===== src/rtl/cfs_rx_arb.sv =====
// Round-robin arbiter with burst lock feeding a single registered RX FIFO push port.
// Optional per-requester grant counters are built when CFS_RX_ARB_STATS_EN is defined.
module cfs_rx_arb #(
    parameter int NUM_REQ    = 4,
    parameter int DATA_WIDTH = 37,
    parameter int MAX_BURST  = 4,
    parameter int CNT_WIDTH  = 8
) (
    input  logic                          md_rx_clk,
    input  logic                          preset_n,
    input  logic [NUM_REQ-1:0]            req_valid,
    input  logic [NUM_REQ*DATA_WIDTH-1:0] req_data,
    output logic [NUM_REQ-1:0]            req_ready,
    output logic                          push_valid,
    output logic [DATA_WIDTH-1:0]         push_data,
    input  logic                          push_ready
`ifdef CFS_RX_ARB_STATS_EN
    ,
    input  logic                          clr_stats,
    output logic [NUM_REQ*CNT_WIDTH-1:0]  grant_cnt
`endif
);

    localparam int IDX_W = $clog2(NUM_REQ);
    localparam int BC_W  = (MAX_BURST > 1) ? $clog2(MAX_BURST) : 1;
    localparam logic [BC_W-1:0] BC_MAX = BC_W'(MAX_BURST - 1);

    localparam logic [0:0] IDLE  = 1'b0;
    localparam logic [0:0] BURST = 1'b1;

    logic                  push_valid_q, push_valid_d;
    logic [DATA_WIDTH-1:0] push_data_q, push_data_d;
    logic [IDX_W-1:0]      owner_q, owner_d;
    logic [IDX_W-1:0]      rr_ptr_q, rr_ptr_d;
    logic [BC_W-1:0]       burst_cnt_q, burst_cnt_d;
    logic [0:0]            state_q, state_d;

    logic                  load_en;
    logic                  burst_hit;
    logic                  rr_found;
    logic                  grant_vld;
    logic [IDX_W-1:0]      rr_idx;
    logic [IDX_W-1:0]      cand;
    logic [IDX_W-1:0]      grant;
    logic [DATA_WIDTH-1:0] grant_word;
    int                    idx;

    assign push_valid = push_valid_q;
    assign push_data  = push_data_q;

    always_comb begin
        load_en   = !push_valid_q || push_ready;
        burst_hit = req_valid[owner_q] && (burst_cnt_q < BC_MAX);

        // Circular search starting at rr_ptr; first hit wins.
        rr_found = 1'b0;
        rr_idx   = '0;
        idx      = 0;
        cand     = '0;
        for (int k = 0; k < NUM_REQ; k++) begin
            idx = int'(rr_ptr_q) + k;
            if (idx >= NUM_REQ) idx = idx - NUM_REQ;
            cand = IDX_W'(idx);
            if (!rr_found && req_valid[cand]) begin
                rr_found = 1'b1;
                rr_idx   = cand;
            end
        end

        grant     = burst_hit ? owner_q : rr_idx;
        grant_vld = load_en && (burst_hit || rr_found);

        req_ready = '0;
        if (grant_vld) req_ready[grant] = 1'b1;

        grant_word = '0;
        for (int i = 0; i < NUM_REQ; i++) begin
            if (grant == IDX_W'(i)) grant_word = req_data[i*DATA_WIDTH +: DATA_WIDTH];
        end
    end

    always_comb begin
        push_valid_d = push_valid_q;
        push_data_d  = push_data_q;
        owner_d      = owner_q;
        rr_ptr_d     = rr_ptr_q;
        burst_cnt_d  = burst_cnt_q;
        state_d      = state_q;
        if (load_en) begin
            if (grant_vld) begin
                push_valid_d = 1'b1;
                push_data_d  = grant_word;
                state_d      = BURST;
                // Coming out of IDLE always starts a fresh burst, even for the old owner.
                if (state_q == IDLE || grant != owner_q) begin
                    owner_d     = grant;
                    burst_cnt_d = '0;
                    rr_ptr_d    = (grant == IDX_W'(NUM_REQ - 1)) ? '0 : grant + 1'b1;
                end else if (burst_cnt_q != BC_MAX) begin
                    burst_cnt_d = burst_cnt_q + 1'b1;
                end
            end else begin
                push_valid_d = 1'b0;
                state_d      = IDLE;
            end
        end
    end

    always_ff @(posedge md_rx_clk or negedge preset_n) begin
        if (!preset_n) begin
            push_valid_q <= 1'b0;
            push_data_q  <= '0;
            owner_q      <= '0;
            rr_ptr_q     <= '0;
            burst_cnt_q  <= '0;
            state_q      <= IDLE;
        end else begin
            push_valid_q <= push_valid_d;
            push_data_q  <= push_data_d;
            owner_q      <= owner_d;
            rr_ptr_q     <= rr_ptr_d;
            burst_cnt_q  <= burst_cnt_d;
            state_q      <= state_d;
        end
    end

`ifdef CFS_RX_ARB_STATS_EN
    logic [NUM_REQ-1:0][CNT_WIDTH-1:0] grant_cnt_q, grant_cnt_d;

    always_comb begin
        for (int i = 0; i < NUM_REQ; i++) begin
            grant_cnt_d[i] = grant_cnt_q[i];
            if (clr_stats)
                grant_cnt_d[i] = '0;
            else if (req_ready[i] && req_valid[i] && grant_cnt_q[i] != '1)
                grant_cnt_d[i] = grant_cnt_q[i] + 1'b1;
        end
    end

    always_ff @(posedge md_rx_clk or negedge preset_n) begin
        if (!preset_n) grant_cnt_q <= '0;
        else           grant_cnt_q <= grant_cnt_d;
    end

    assign grant_cnt = grant_cnt_q;
`endif

endmodule


===== config.mk =====
export PLATFORM = sky130hd
export DESIGN_NAME = cfs_rx_arb
export DESIGN_NICKNAME = d
export VERILOG_FILES = /design/src/rtl/cfs_rx_arb.sv
export SDC_FILE = /design/constraint.sdc
export NUM_CORES = 1
export LEC_CHECK = 0
export CAP_MARGIN = 20
export CELL_PAD_IN_SITES_DETAIL_PLACEMENT = 1
export CELL_PAD_IN_SITES_GLOBAL_PLACEMENT = 1
export CORE_UTILIZATION = 26
export DETAILED_ROUTE_END_ITERATION = 8
export GPL_TIMING_DRIVEN = 0
export PLACE_DENSITY_LB_ADDON = 0.1
export SETUP_SLACK_MARGIN = 0.4
export SLEW_MARGIN = 20
export SYNTH_ARGS = -nofsm -noshare
export SYNTH_HDL_FRONTEND = slang
export SYNTH_SLANG_ARGS = --single-unit

===== constraint.sdc =====
create_clock -name md_rx_clk -period 8.45 [get_ports md_rx_clk]
set_input_delay 2.535 -clock md_rx_clk [delete_from_list [all_inputs] [get_ports md_rx_clk]]
set_output_delay 2.535 -clock md_rx_clk [all_outputs]
set_load 0.005 [all_outputs]

==> key figures, run 1 <==
Critical path
  • Crit start category: input pin
  • Type of the worst setup path: input pin to output port
  • Req. time, crit path: just under 6 ns
  • Worst Setup SP: req_valid[1]
  • Critical Path AT: 5.39 ns
  • Setup slack, reg-to-reg: a little over 5 ns
  • Startpoint of the most critical register-to-register path: burst_cnt_q[0]
  • Critical path endpoint category: output port
  • FF-to-FF path depth: 13
  • RR Endpoint: push_data[34]
  • CP Max Fanout: 10
  • Crit path to: req_ready[0]

Floorplanning
  • Effective utilization at floorplan: between 20% and 30%
  • Core Area: 11520 sq um
  • Die Width: between 100 and 150 microns
  • Total number of placement rows: 39
  • Height of the die: approximately 110 microns
  • I/O pin count: 197
  • Area of the die: 12320 sq um

Clock tree
  • Clock latency on the worst-skew pair: between 0.2 and 0.3 ns
  • TritonCTS Buffers: 5
  • Clock tree from TritonCTS: built
  • CTS Hold Buffers Added: 0
  • Clock transition time at the flip-flop clock pins of the worst setup and hold paths: roughly 0.070 ns
  • Sink count of the clock tree: 44
  • Largest buffer count on any clock path: 2
  • Maximum level of the CTS H-tree: 2
  • Root buffer cell: sky130_fd_sc_hd__clkbuf_16

Synth
  • Dominant combinational cell family by area after synthesis: compound AO/OA/AOI/OAI gates
  • Number of standard cells after synthesis: 433
  • Synth Cell Area: 3089 sq um
  • Number of warnings printed during yosys synthesis: 0
  • Share of the synthesized area in compound gates (AO/OA/AOI/OAI): 28.19%
  • Mapped Avg Cell Area: 7.134 sq um
  • Area share of and/or/nand/nor cells after synthesis: 25.72%
  • Adder-cell share of the synthesized area: around 2%
  • Post-synthesis xor/xnor area fraction: 0%
  • Unique masters post-synth: 27
  • Register area share after synthesis: 35.64%
  • Share of synthesized area spent on multiplexers: 3.078%
  • Total nets after synthesis: 593
  • Synthesized flop and latch total: between 40 and 50

Routing
  • DRC marker count from the first detailed-route iteration: 124
  • Remaining antenna violation count after routing: 0
  • Detail-routed via count per cell: 5.000
  • DR DRC count: 26
  • Via count: roughly 4000
  • Number of iterations in the first detailed-routing pass: 6
  • Average wire per cell in the routed design: between 15 and 20 microns
  • DRT Wirelength: around 14000 microns

Pwr
  • Switching portion of total power: 46.19%
  • Part of the total power dissipated in the clock network: 10.9%
  • Internal Pwr Total: 947.7 uW
  • Leakage: 0.002115 uW
  • Sequential power share: 20.1%
  • PwrDens: 324.5 nW/um^2
  • Switching power of the nets: between 800 and 900 uW
  • Relative contribution of combinational cells to total power: 69.0%
  • Maximum vdd ir drop: 0.1209 mV

Layout
  • Final net count: 798
  • Total of fill cells in the finished design: 1420
  • Area Overhead vs Synth: 75.70%
  • Number of antenna diodes: 0
  • Layout cell share with drive strength beyond 1: under 10%

Global route
  • Wire length of the first global-routing pass: 22240 microns
  • Pin count of the biggest net entering global routing: 24
  • Via count of the first global-routing pass: 4183
  • Total routing usage reported by global routing: 22.82%
  • Remaining global-route overflow: 0
  • Initial antenna violation count: 0

Placed design
  • Count of input and output buffers: 196
  • Placement Setup Slack: -0.08913 ns
  • HPWL after DPL: 10720 microns
  • RD Place Congestion: around 0.79

STA
  • RSZ-0062 raised after global routing: false
  • Maximum clock skew at final layout: 0.005884 ns
  • Period utilization: 93.76%
  • Highest achievable clock rate: 126.2 MHz
  • Final worst-path setup slack: 0.5274 ns
  • Max Transition Viols Final: 0
  • Tmin final: 7.923 ns
  • Final hold viol count: 0
  • Min Hold Slack: 0.4750 ns
  • Final setup violation count: 0
  • Max_slew headroom: roughly three fifths
  • Slew at the pin closest to its max-slew limit: around 0.6 ns

Job
  • Max Cap Viol: 0

Run status
  • Outcome: complete, but fails checks
  • Violations in the final reports: DRC

Worst hold path
  • Hold Path Class: register to register
  • Start point of the worst hold path: push_data[22]
-- metal layers --
layer  vias up  wire length (microns)  global-route usage, %
met5         -                      0                      0
met4         0                    132                  4.110
met3        10                    918                  6.233
met2       126                   6768                  40.92
met1      1865                   5824                  27.30
li1       1904                      -                      -
-- registers in the layout (all words and copies together), names as in the netlist --
| name | cells |
|---|---|
| push_data | 37 |
| burst_cnt_q | 2 |
| owner_q | 2 |
| rr_ptr_q | 2 |
| state_q | 1 |
-- through the flow --
stage | total power (uW) | cells | instance area [sq um] | utilization [%] | TNS (ns)
after CTS | 1768 | 780 | 5401 | 46.90 | 0
after global placement | 1517 | 772 | 5230 | 45.42 | 0
after detailed placement | 1550 | 773 | 5245 | 45.55 | -0.1520
after global routing | 1944 | 781 | 5428 | 47.13 | 0
final | 1761 | 781 | 5428 | 47.13 | 0
after floorplan | 1052 | 433 | 3089 | - | 0
-- cell usage after synthesis --
library cell | instances | area, sq um
sky130_fd_sc_hd__nor2_1 | 41 | 153.9
sky130_fd_sc_hd__buf_1 | 2 | 7.510
sky130_fd_sc_hd__buf_2 | 3 | 15.01
sky130_fd_sc_hd__nand2_1 | 78 | 292.8
sky130_fd_sc_hd__nand2b_1 | 1 | 6.260
sky130_fd_sc_hd__or3_1 | 1 | 6.260
sky130_fd_sc_hd__clkbuf_1 | 31 | 116.4
sky130_fd_sc_hd__mux2i_1 | 5 | 50.05
sky130_fd_sc_hd__o22ai_1 | 3 | 18.77
sky130_fd_sc_hd__or2_2 | 1 | 6.260
sky130_fd_sc_hd__a2bb2oi_1 | 1 | 8.760
sky130_fd_sc_hd__nor4_1 | 1 | 6.260
sky130_fd_sc_hd__and2_1 | 4 | 25.02
sky130_fd_sc_hd__a41oi_1 | 1 | 8.760
sky130_fd_sc_hd__nand3_1 | 1 | 5.000
sky130_fd_sc_hd__mux2_2 | 2 | 22.52
sky130_fd_sc_hd__o21ai_0 | 41 | 205.2
sky130_fd_sc_hd__dfrtp_1 | 44 | 1101
sky130_fd_sc_hd__mux2_1 | 2 | 22.52
sky130_fd_sc_hd__a31oi_2 | 1 | 12.51
sky130_fd_sc_hd__inv_1 | 7 | 26.28
sky130_fd_sc_hd__a21oi_1 | 115 | 575.6
sky130_fd_sc_hd__a21o_1 | 1 | 7.510
sky130_fd_sc_hd__a221oi_4 | 1 | 26.28
sky130_fd_sc_hd__ha_1 | 5 | 62.56
sky130_fd_sc_hd__o21bai_1 | 1 | 7.510
sky130_fd_sc_hd__nand3b_1 | 39 | 292.8
-- cell type report --
type                            instances  area [sq um]  area share, %
Clock buffer                            6         128.9          2.374
Multi-Input combinational cell        346          1842          33.93
Tap cell                              143         178.9          3.296
Sequential cell                        44          1101          20.29
Inverter                                7         26.28         0.4841
Timing Repair Buffer                  198          1987          36.61
Buffer                                 36         158.9          2.928
Clock inverter                          1         5.005        0.09221
-- layout by cell type, fill, tap and decap left out, drive strengths merged --
master         instances
clkdlybuf4s50        194
a21oi                115
nand2                 78
dfrtp                 44
nor2                  41
o21ai                 41
nand3b                39
clkbuf                36
buf                    9
inv                    7
ha                     5
mux2i                  5
and2                   4
mux2                   4
o22ai                  3
a221oi                 1
or2                    1
nand2b                 1
a2bb2oi                1
nor4                   1
a21o                   1
o21bai                 1
a31oi                  1
nand3                  1
a41oi                  1
or3                    1
clkinv                 1
dlymetal6s2s           1
-- power groups by stage --
stage | Combinational, uW | Clock, uW | Sequential [uW]
3_3_place_gp | 1170 | 0 | 351
6_report | 1220 | 192 | 354
5_1_grt | 1370 | 206 | 366
3_5_place_dp | 1200 | 0 | 355
2_1_floorplan | 699 | 0 | 353
4_1_cts | 1220 | 197 | 354
-- how the worst min path moves through the flow --
| stage | to | slack [ns] | cells after the start |
|---|---|---|---|
| floorplan | push_data[0] | 0.47 | 2 |
| global placement | push_data[12] | 0.46 | 2 |
| detailed placement | push_data[9] | 0.47 | 2 |
| CTS | push_data[9] | 0.48 | 2 |
| global route | push_data[34] | 0.51 | 2 |
| finish | push_data[22] | 0.47 | 2 |
-- critical path: stages --
cell and delay (ns):
sky130_fd_sc_hd__clkdlybuf4s50_1 0.57, sky130_fd_sc_hd__mux2i_1 0.18, sky130_fd_sc_hd__o22ai_2 0.30, sky130_fd_sc_hd__mux2i_4 0.33, sky130_fd_sc_hd__ha_1 0.21, sky130_fd_sc_hd__clkbuf_2 0.28
sky130_fd_sc_hd__clkbuf_2 0.32, sky130_fd_sc_hd__and2_1 0.16, sky130_fd_sc_hd__clkdlybuf4s50_1 0.50
-- cells by family (layout without fill, tap and decap cells) --
kind of cell    Yosys count  count (layout)
compound gates          165             165
fa+ha+maj                 5               5
buf+inv                  43             248
flops                    44              44
mux                       9               9
simple gates            167             167
-- repair_timing --
item / in CTS / in global routing
hold endpoints to repair: 0 / 0
gates resized for setup: 11 / 10
endpoints found under the setup margin: 4 / 4
setup buffers: 0 / 1
pin swaps: 0 / 1
Note: power is estimated with default switching activity, not from simulation.
==> inputs of run 2 (changes only) <==
SLEW_MARGIN = 0   (was 20)
==> results of run 2 <==
Final layout, timing and power as in run 1 (identical DEF).
